## src/rtl/hsv_to_rgb_conv.sv

```systemverilog
// hsv_to_rgb_conv: five-stage pipelined HSV-to-RGB converter.
// One pixel per clock, fixed latency of five clocks. The valid flag and the
// sync sideband ride alongside the pixel data through the same five stages.
module hsv_to_rgb_conv #(
    parameter int SB_W = 3
) (
    input  logic            clk,
    input  logic            rst,
    input  logic            valid_in,
    input  logic [SB_W-1:0] sb_in,
    input  logic [8:0]      H_in,
    input  logic [10:0]     S_in,
    input  logic [7:0]      V_in,
    output logic            valid_out,
    output logic [SB_W-1:0] sb_out,
    output logic [7:0]      R_out,
    output logic [7:0]      G_out,
    output logic [7:0]      B_out
);

    typedef enum logic [2:0] {
        SEC0 = 3'd0,
        SEC1 = 3'd1,
        SEC2 = 3'd2,
        SEC3 = 3'd3,
        SEC4 = 3'd4,
        SEC5 = 3'd5
    } sector_t;

    // floor(y/60) == (y * 17477) >> 20 holds exactly for every y <= 15075,
    // since the reciprocal overshoot (44/2^20 per unit) stays below 1/60.
    localparam logic [27:0] RECIP_60 = 28'd17477;

    // Control pipeline: valid flags and sideband, one entry per stage.
    logic [4:0]           valid_pipe;
    logic [4:0][SB_W-1:0] sb_pipe;

    // Stage 1 results
    sector_t     sec1;
    logic [5:0]  f1;
    logic [18:0] vs1;
    logic [7:0]  v1;

    // Stage 2 results
    sector_t     sec2;
    logic [5:0]  f2;
    logic [7:0]  c2;
    logic [7:0]  m2;
    logic [7:0]  v2;

    // Stage 3 results
    sector_t     sec3;
    logic [13:0] cf3;
    logic [7:0]  m3;
    logic [7:0]  v3;

    // Stage 4 results
    sector_t     sec4;
    logic [7:0]  rise4;
    logic [7:0]  fall4;
    logic [7:0]  m4;
    logic [7:0]  v4;

    // Combinational intermediates
    logic [8:0]  hue_n;
    logic [8:0]  hue_base;
    sector_t     sec_c;
    logic [5:0]  f_c;
    logic [18:0] c_sum;
    logic [7:0]  c_c;
    logic [14:0] cf_round;
    logic [27:0] q_prod;
    logic [7:0]  q_c;
    logic [7:0]  r_c;
    logic [7:0]  g_c;
    logic [7:0]  b_c;

    // Hue normalisation and sector/fraction split by a compare chain.
    always_comb begin
        // NOTE: every signal written here gets a default first so no path
        // leaves it unassigned, which would otherwise infer a latch.
        hue_n    = H_in;
        hue_base = 9'd0;
        sec_c    = SEC0;
        if (H_in >= 9'd360) begin
            hue_n = H_in - 9'd360;
        end
        if (hue_n >= 9'd300) begin
            sec_c    = SEC5;
            hue_base = 9'd300;
        end else if (hue_n >= 9'd240) begin
            sec_c    = SEC4;
            hue_base = 9'd240;
        end else if (hue_n >= 9'd180) begin
            sec_c    = SEC3;
            hue_base = 9'd180;
        end else if (hue_n >= 9'd120) begin
            sec_c    = SEC2;
            hue_base = 9'd120;
        end else if (hue_n >= 9'd60) begin
            sec_c    = SEC1;
            hue_base = 9'd60;
        end
        f_c = 6'(hue_n - hue_base);
    end

    // Chroma rounding and reciprocal-multiply division for q.
    always_comb begin
        c_sum    = vs1 + 19'd1024;
        c_c      = 8'(c_sum >> 11);
        cf_round = 15'(cf3) + 15'd30;
        q_prod   = 28'(cf_round) * RECIP_60;
        q_c      = 8'(q_prod >> 20);
    end

    // Per-sector selection of V / rise / fall / m onto R, G, B.
    always_comb begin
        r_c = v4;
        g_c = m4;
        b_c = m4;
        case (sec4)
            SEC0: begin r_c = v4;    g_c = rise4; b_c = m4;    end
            SEC1: begin r_c = fall4; g_c = v4;    b_c = m4;    end
            SEC2: begin r_c = m4;    g_c = v4;    b_c = rise4; end
            SEC3: begin r_c = m4;    g_c = fall4; b_c = v4;    end
            SEC4: begin r_c = rise4; g_c = m4;    b_c = v4;    end
            SEC5: begin r_c = v4;    g_c = m4;    b_c = fall4; end
            default: begin r_c = v4; g_c = m4;    b_c = m4;    end
        endcase
    end

    // Valid and sideband delay line; cleared at once by reset so no stale
    // pixel is ever flagged valid after a mid-stream reset.
    always_ff @(posedge clk or posedge rst) begin
        if (rst) begin
            valid_pipe <= '0;
            sb_pipe    <= '0;
        end else begin
            // NOTE: non-blocking assignments let every stage sample the
            // previous stage's old value, forming a true shift register.
            valid_pipe <= {valid_pipe[3:0], valid_in};
            sb_pipe    <= {sb_pipe[3:0], sb_in};
        end
    end

    // Data path stages 1-4; qualified by valid_pipe, so no reset needed.
    always_ff @(posedge clk) begin
        // NOTE: data registers are deliberately left unreset; the valid flag
        // alone decides whether their contents mean anything.
        sec1  <= sec_c;
        f1    <= f_c;
        vs1   <= V_in * S_in;
        v1    <= V_in;

        sec2  <= sec1;
        f2    <= f1;
        c2    <= c_c;
        m2    <= v1 - c_c;
        v2    <= v1;

        sec3  <= sec2;
        cf3   <= 14'(c2) * 14'(f2);
        m3    <= m2;
        v3    <= v2;

        sec4  <= sec3;
        rise4 <= m3 + q_c;
        fall4 <= v3 - q_c;
        m4    <= m3;
        v4    <= v3;
    end

    // Stage 5 output registers, cleared by reset.
    always_ff @(posedge clk or posedge rst) begin
        if (rst) begin
            R_out <= '0;
            G_out <= '0;
            B_out <= '0;
        end else begin
            R_out <= r_c;
            G_out <= g_c;
            B_out <= b_c;
        end
    end

    assign valid_out = valid_pipe[4];
    assign sb_out    = sb_pipe[4];

endmodule
```

## config.mk

```make
export PLATFORM = sky130hd
export DESIGN_NAME = hsv_to_rgb_conv
export DESIGN_NICKNAME = d
export VERILOG_FILES = /design/src/rtl/hsv_to_rgb_conv.sv
export SDC_FILE = /design/constraint.sdc
export NUM_CORES = 1
export LEC_CHECK = 0
export BUFFER_PORTS_ARGS = -buffer_cell sky130_fd_sc_hd__buf_2
export CORE_MARGIN = 2
export CORE_UTILIZATION = 65
export CTS_CLUSTER_DIAMETER = 80
export DETAILED_ROUTE_END_ITERATION = 16
export HOLD_SLACK_MARGIN = 0.08
export PLACE_DENSITY = 0.84
export RECOVER_POWER = 50
export SLEW_MARGIN = 10
export SYNTH_ARGS = -nofsm -noshare
export SYNTH_HDL_FRONTEND = slang
export SYNTH_SLANG_ARGS = --single-unit
export TNS_END_PERCENT = 20
```

## constraint.sdc

```tcl
create_clock -name clk -period 15.28 [get_ports clk]
set_input_delay 2.292 -clock clk [delete_from_list [all_inputs] [get_ports clk]]
set_output_delay 2.292 -clock clk [all_outputs]
set_load 0.03 [all_outputs]
```

==> summary.md, run 1 <==
| Metric | Value |
|---|---|
| Clk Tree Root Cell | `sky130_fd_sc_hd__clkbuf_16` |
| Endpoints failing setup | `0` |
| Number of antenna diodes | `0` |
| HP Class | `reg2reg` |
| Hold-fix buffer count after cts | `0` |
| Initial standard-cell utilization of the core | `65.9%` |
| Min Clock Period, post-route | `6.65 ns` |
| Cell taking the most area after synthesis | `sky130_fd_sc_hd__dfxtp_1` |
| I/O pin cnt | `62` |
| Number of maximum-capacitance violations | `1` |
| Final hold vios | `0` |
| Die Span X | `141 um` |
| Port Buffers | `just over 60` |
| Timing-limited maximum frequency | `about 0.15 GHz` |
| Antenna violations before repair | `0` |
| Core ar. | `18600 um^2` |
| Transition at the pin with the smallest max-transition slack | `2.07 ns` |
| Crit path arrival time | `6.96 ns` |
| Mapped Area | `12300 um^2` |
| Residual overflow from global routing | `0` |
| Number of buffers added for setup after CTS | `0` |
| Kind of critical path | `reg2reg` |
| Start point of the worst min-delay path | `m2[4]` |
| Area added between synthesis and finish | `8.92%` |
| Post-cts resize count | `0` |
| Fraction of registers with async set/reset | `25.7%` |
| Sequential element share of the synthesized area | `slightly below 30%` |
| Clock transition at path regs | `around 0.070 ns` |
| Number of nets in the final layout | `around 1600` |
| Via count of the first global-routing pass | `roughly 9000` |
| Startpoint of the worst setup timing path | `cf3[1]` |
| Pin count of the biggest net entering global routing | `45` |
| Placement Rows | `50` |
| Area share of the largest cell type after synthesis | `20.7%` |
| Slew headroom | `-38.1%` |
| Detailed-route DRC error count | `0` |
| GPL Wtd Cong | `0.863` |
| Wire per inst | `15.4 um` |
| Total Neg Setup Slack | `0 ns` |
| Source of the worst register-to-register timing path | `cf3[1]` |
| Count of vias placed by the detailed router | `8384` |
| Result of the run | `finished with violations` |
| TritonCTS clock tree | `yes` |
| Maximum count of clock buffers along a single path | `2` |
| Total Routed Length | `23400 um` |
| Global-route total usage across every layer | `25.5%` |
| Max Fanout on Critical Path | `5` |
| Fin. max-slew vios | `45` |
| Proportion of layout cells with a drive suffix above 1 | `under 10%` |
| Clk sink count | `171` |
| Syn nets | `1538` |
| Cells taking the most area after synthesis | `sky130_fd_sc_hd__dfxtp_1 21%, sky130_fd_sc_hd__ha_1 19%, sky130_fd_sc_hd__fa_1 17%, sky130_fd_sc_hd__dfrtp_1 9.0%, sky130_fd_sc_hd__inv_1 6.4%` |
| Largest incremental delay on the critical path | `0.54 ns` |
| Avg Cell Area, Syn | `10.1 um^2` |
| Worst clock skew | `approximately 0.0087 ns` |
| Most common cell in the synthesized netlist | `sky130_fd_sc_hd__inv_1` |
| Biggest register | `cf3` |
| First-pass GRT wire length | `roughly 40000 um` |
| Number of flip-flops and latches in the synthesized netlist | `171` |
| Failing checks | `max-capacitance violations, max-slew violations` |
| Worst path slowest cell | `sky130_fd_sc_hd__fa_1` |
| Top flip-flop cell by instance count after synthesis | `sky130_fd_sc_hd__dfxtp_1` |
| Worst-Skew Late Latency | `~0.43 ns` |
| Detailed-route vias per instance | `around 5.5` |
| Area of the die | `20000 um^2` |
| Number of distinct library cells after synthesis | `74` |
| Regs by FF count | `cf3: 14 flops, sb_pipe: 12 flops, vs1: 9 flops` |
| Number of enable-type register cells in the synthesized netlist | `0` |
| Number of flip-flops under the largest register name | `14` |
| Synth warnings | `0` |
| H-Tree Level Count | `4` |
| Clock buffer count from CTS | `17` |
| Required arrival time at the worst endpoint | `15.59 ns` |
| Final worst path period share | `43.5%` |
| Capturing element type of the critical path | `register` |
| Die Span Y | `between 100 and 150 um` |
| Starting DRC count in detailed routing | `~430` |
| Post-route antenna net violation count | `0` |
| Number of standard cells after synthesis | `about 1200` |
| Hpwl dp | `18300 um` |
| Setup repair after global routing missed its margin | `false` |
| Ranking of synthesized cells by instance count | `208 x sky130_fd_sc_hd__inv_1, 186 x sky130_fd_sc_hd__ha_1, 127 x sky130_fd_sc_hd__dfxtp_1` |
| Sort of element at the start of the critical path | `register` |
| Detailed Routing Iterations Pass 1 | `5` |
==> layout by cell type (no fill, tap or decap), drive strengths merged, types with 31 or more instances in the layout <==
cell type / count
fa: 102
buf: 51
xnor2: 48
nand2: 111
ha: 186
a21oi: 55
dfxtp: 127
and2: 66
o21ai: 34
inv: 215
nor2: 31
dfrtp: 44
==> metrics by stage <==
stage          instance area, um^2  worst slack [ns]  instances  util [%]  hold WS [ns]
2_1_floorplan                12300              9.03       1216         -         0.310
3_3_place_gp                 12800              8.86       1489      68.5         0.310
3_5_place_dp                 12800              8.65       1489      68.5         0.312
4_1_cts                      13400              8.64       1521      71.8         0.320
5_1_grt                      13400              8.19       1521      71.7         0.325
6_report                     13400              8.63       1521      71.7         0.325
==> metal layers <==
| layer | vias to the layer above | global-route usage (%) | part of all wire (%) |
|---|---|---|---|
| li1 | 4086 | - | - |
| met1 | 3978 | 31.3 | 43 |
| met2 | 257 | 45.5 | 51 |
| met3 | 63 | 3.48 | 3.9 |
| met4 | 0 | 10.1 | 2.9 |
| met5 | - | 0 | 0 |
==> path summary, 6_finish.rpt <==
kind                       endpoint  slack, ns  depth (start not counted)
max                        fall4[7]       8.63                         28
min                           m3[4]       0.33                          0
max reg2reg                fall4[7]       8.63                         28
min reg2reg                   m3[4]       0.33                          0
max in group asynchronous  R_out[0]      11.49                          3
min in group asynchronous  B_out[6]       2.61                          3
==> final cells by class <==
| class | instances | area, um^2 |
|---|---|---|
| Clock buffer | 17 | 425 |
| Tap cell | 234 | 293 |
| Timing Repair Buffer | 62 | 297 |
| Fill cell | 1306 | 5270 |
| Sequential cell | 171 | 3640 |
| Inverter | 209 | 785 |
| Multi-Input combinational cell | 813 | 7740 |
| Clock inverter | 15 | 189 |
==> cells by family after synthesis <==
group                    after synthesis  synth area share [%]
buffers and inverters                232                  7.24
AO/OA/AOI/OAI                        167                  9.80
AND/OR/NAND/NOR                      278                  11.7
adder cells (fa/ha/maj)              288                  35.6
XOR/XNOR                              75                  5.53
multiplexers                           5                 0.448
flip-flops                           171                  29.7
==> critical path: cells and delay by family, from the launching register on <==
family,cells,cell delay (ns)
AO/OA/AOI/OAI,7,1.29
AND/OR/NAND/NOR,4,0.75
flip-flops,1,0.32
buffers and inverters,5,0.32
adder cells (fa/ha/maj),8,2.91
XOR/XNOR,4,0.94
Power of run 1 is not shown: default switching activity piles up to over one toggle a cycle in this logic, so the estimate is an artifact.
==> run 2: changes to the inputs <==
Settings changed: CORE_UTILIZATION 65 to 63, PLACE_DENSITY 0.84 to 0.82.
Clock period 15.28 ns to 6.4 ns, I/O delays scaled along.
==> summary.md, run 2 (same netlist as run 1, synthesis figures left out) <==
| Metric | Value |
|---|---|
| Result of the run | `finished with violations` |
| Failing checks | `max-capacitance violations, max-slew violations` |
| Pin count of the biggest net entering global routing | `45 (unchanged)` |
| Most frequent cell on the critical path | `sky130_fd_sc_hd__ha_1` |
| Area of the die | `20600 um^2 (+3.1%)` |
| Die Span Y | `144 um (+1.5%)` |
| I/O pin cnt | `62 (unchanged)` |
| Min Clock Period, post-route | `6.14 ns (-0.507 ns)` |
| Via count of the first global-routing pass | `8669 (-3.7%)` |
| Regs by FF count | `cf3: 14 flops, sb_pipe: 12 flops, vs1: 9 flops` |
| Crit path arrival time | `6.50 ns (-0.46 ns)` |
| Number of nets in the final layout | `1603 (+0.44%)` |
| Maximum count of clock buffers along a single path | `2 (unchanged)` |
| Placement Rows | `51 (+2.0%)` |
| Detailed-route DRC error count | `0 (unchanged)` |
| H-Tree Level Count | `4 (unchanged)` |
| Number of maximum-capacitance violations | `1 (unchanged)` |
| Number of antenna diodes | `0 (unchanged)` |
| Setup repair after global routing missed its margin | `true` |
| Port Buffers | `61 (unchanged)` |
| Biggest register | `cf3` |
| Transition at the pin with the smallest max-transition slack | `2.05 ns (-0.0193 ns)` |
| Sort of element at the start of the critical path | `register` |
| Proportion of layout cells with a drive suffix above 1 | `11.1% (+2.1 points)` |
| Worst Hold Slack | `0.327 ns (+0.00245 ns)` |
| First-pass GRT wire length | `39100 um (-4.6%)` |
| Max Fanout on Critical Path | `4 (-1)` |
| Timing-limited maximum frequency | `0.163 GHz (+8.3%)` |
| Worst-case setup slack after placement | `0.0311 ns (-8.62 ns)` |
| Die Span X | `144 um (+1.5%)` |
| Starting DRC count in detailed routing | `400 (-5.9%)` |
| Residual overflow from global routing | `0 (unchanged)` |
| Most frequent cells in the layout | `207 x sky130_fd_sc_hd__inv_1, 184 x sky130_fd_sc_hd__ha_1, 127 x sky130_fd_sc_hd__dfxtp_1` |
| Detailed-route vias per instance | `5.39 (-2.3%)` |
| Clock transition at path regs | `0.07 ns (about the same)` |
| Least setup slack across all paths after layout | `0.257 ns (-8.37 ns)` |
| Total Routed Length | `22500 um (-4.0%)` |
| Antenna violations before repair | `0 (unchanged)` |
| Commonest non-fill, non-tap cell in the layout | `sky130_fd_sc_hd__inv_1` |
| Area of combinational cells with multiple inputs | `7860 um^2 (+1.6%)` |
| Core ar. | `19300 um^2 (+3.4%)` |
| Capturing element type of the critical path | `register` |
| TritonCTS clock tree | `yes` |
| Wire per inst | `14.4 um (-6.3%)` |
| Post-route antenna net violation count | `0 (unchanged)` |
| Largest incremental delay on the critical path | `0.55 ns (about the same)` |
| GPL Wtd Cong | `0.873 (+1.1%)` |
| Hold-fix buffer count after cts | `0 (unchanged)` |
| Met1 Resource Use GR | `30.1% (-1.2 points)` |
| Endpoints failing setup | `0 (unchanged)` |
| Hpwl dp | `17800 um (-2.6%)` |
| Final hold vios | `0 (unchanged)` |
| Total Neg Setup Slack | `0 ns (unchanged)` |
| Worst path slowest cell | `sky130_fd_sc_hd__fa_1` |
| Initial standard-cell utilization of the core | `63.7% (-2.1 points)` |
| GR peak layer | `met2` |
| Clk sink count | `171 (unchanged)` |
| Clk Tree Root Cell | `sky130_fd_sc_hd__clkbuf_16` |
| Total of fill cells in the finished design | `1382 (+5.8%)` |
| Final core occ | `70.3% (-1.4 points)` |
| Slew headroom | `-36.8% (+1.3 points)` |
| Count of vias placed by the detailed router | `8399 (+0.18%)` |
| Number of flip-flops under the largest register name | `14 (unchanged)` |
| Worst-Skew Late Latency | `0.43 ns (about the same)` |
| HP Class | `reg2reg` |
| Worst clock skew | `0.00749 ns (-0.00118 ns)` |
| Fin. max-slew vios | `45 (unchanged)` |
| Area used by sequential logic in the layout | `3640 um^2 (unchanged)` |
| Final worst path period share | `96.0% (+52 points)` |
| Required arrival time at the worst endpoint | `6.76 ns (-8.83 ns)` |
| Met2 usage in global routing | `40.7% (-4.8 points)` |
| Detailed Routing Iterations Pass 1 | `5 (unchanged)` |
| Global-route total usage across every layer | `23.7% (-1.8 points)` |
| Kind of critical path | `reg2reg` |
| Met3 routing resource usage after global routing | `3.90% (+0.42 points)` |
| Area added between synthesis and finish | `10.4%` |
| Clock buffer count from CTS | `17 (unchanged)` |
==> run 2: area by class of cell <==
class	instances	share of cell area [%]
flip-flops and latches	171	26.9
repair buffers	69	2.57
inverters	209	5.79
clock buffers	18	3.17
multi-input cells	813	58.0
clock inverters	14	1.14
well taps	265	2.45
==> run 2: final timing paths <==
path                        start             to  slack (ns)  cells past startpoint
max                        cf3[1]       rise4[7]        0.26                     27
min                         v2[6]          v3[6]        0.33                      0
max reg2reg                cf3[1]       rise4[7]        0.26                     27
min reg2reg                 v2[6]          v3[6]        0.33                      0
max in group asynchronous     rst  valid_pipe[1]        3.96                      3
min in group asynchronous     rst     sb_pipe[7]        1.27                      3
==> run 2: metrics by stage <==
step / cell area, um^2 / instances
global placement: 12800 / 1523
finish: 13600 / 1559
floorplan: 12300 / 1216
CTS: 13400 / 1555
global route: 13600 / 1559
detailed placement: 12800 / 1523
==> run 2: timing repair <==
action / in CTS / in global routing
buffers inserted: 0 / 4
resized for setup: 1 / 23
gates cloned: 0 / 0
pin swaps: 0 / 6
endpoints found under the setup margin: 1 / 8
==> run 2: critical path, delay by kind of cell, from the launching register on <==
kind	cells	cell delay, ns
compound gates	9	1.61
fa+ha+maj	7	2.26
buf+inv	5	0.51
flops	1	0.37
simple gates	3	0.69
xor+xnor	3	0.64
==> run 2: routing by layer <==
metal	up-vias	wire, um
li1	4089	-
met5	-	0
met3	52	888
met1	4035	9940
met2	223	11100
met4	0	565
Power of run 2 is left out for the same reason.
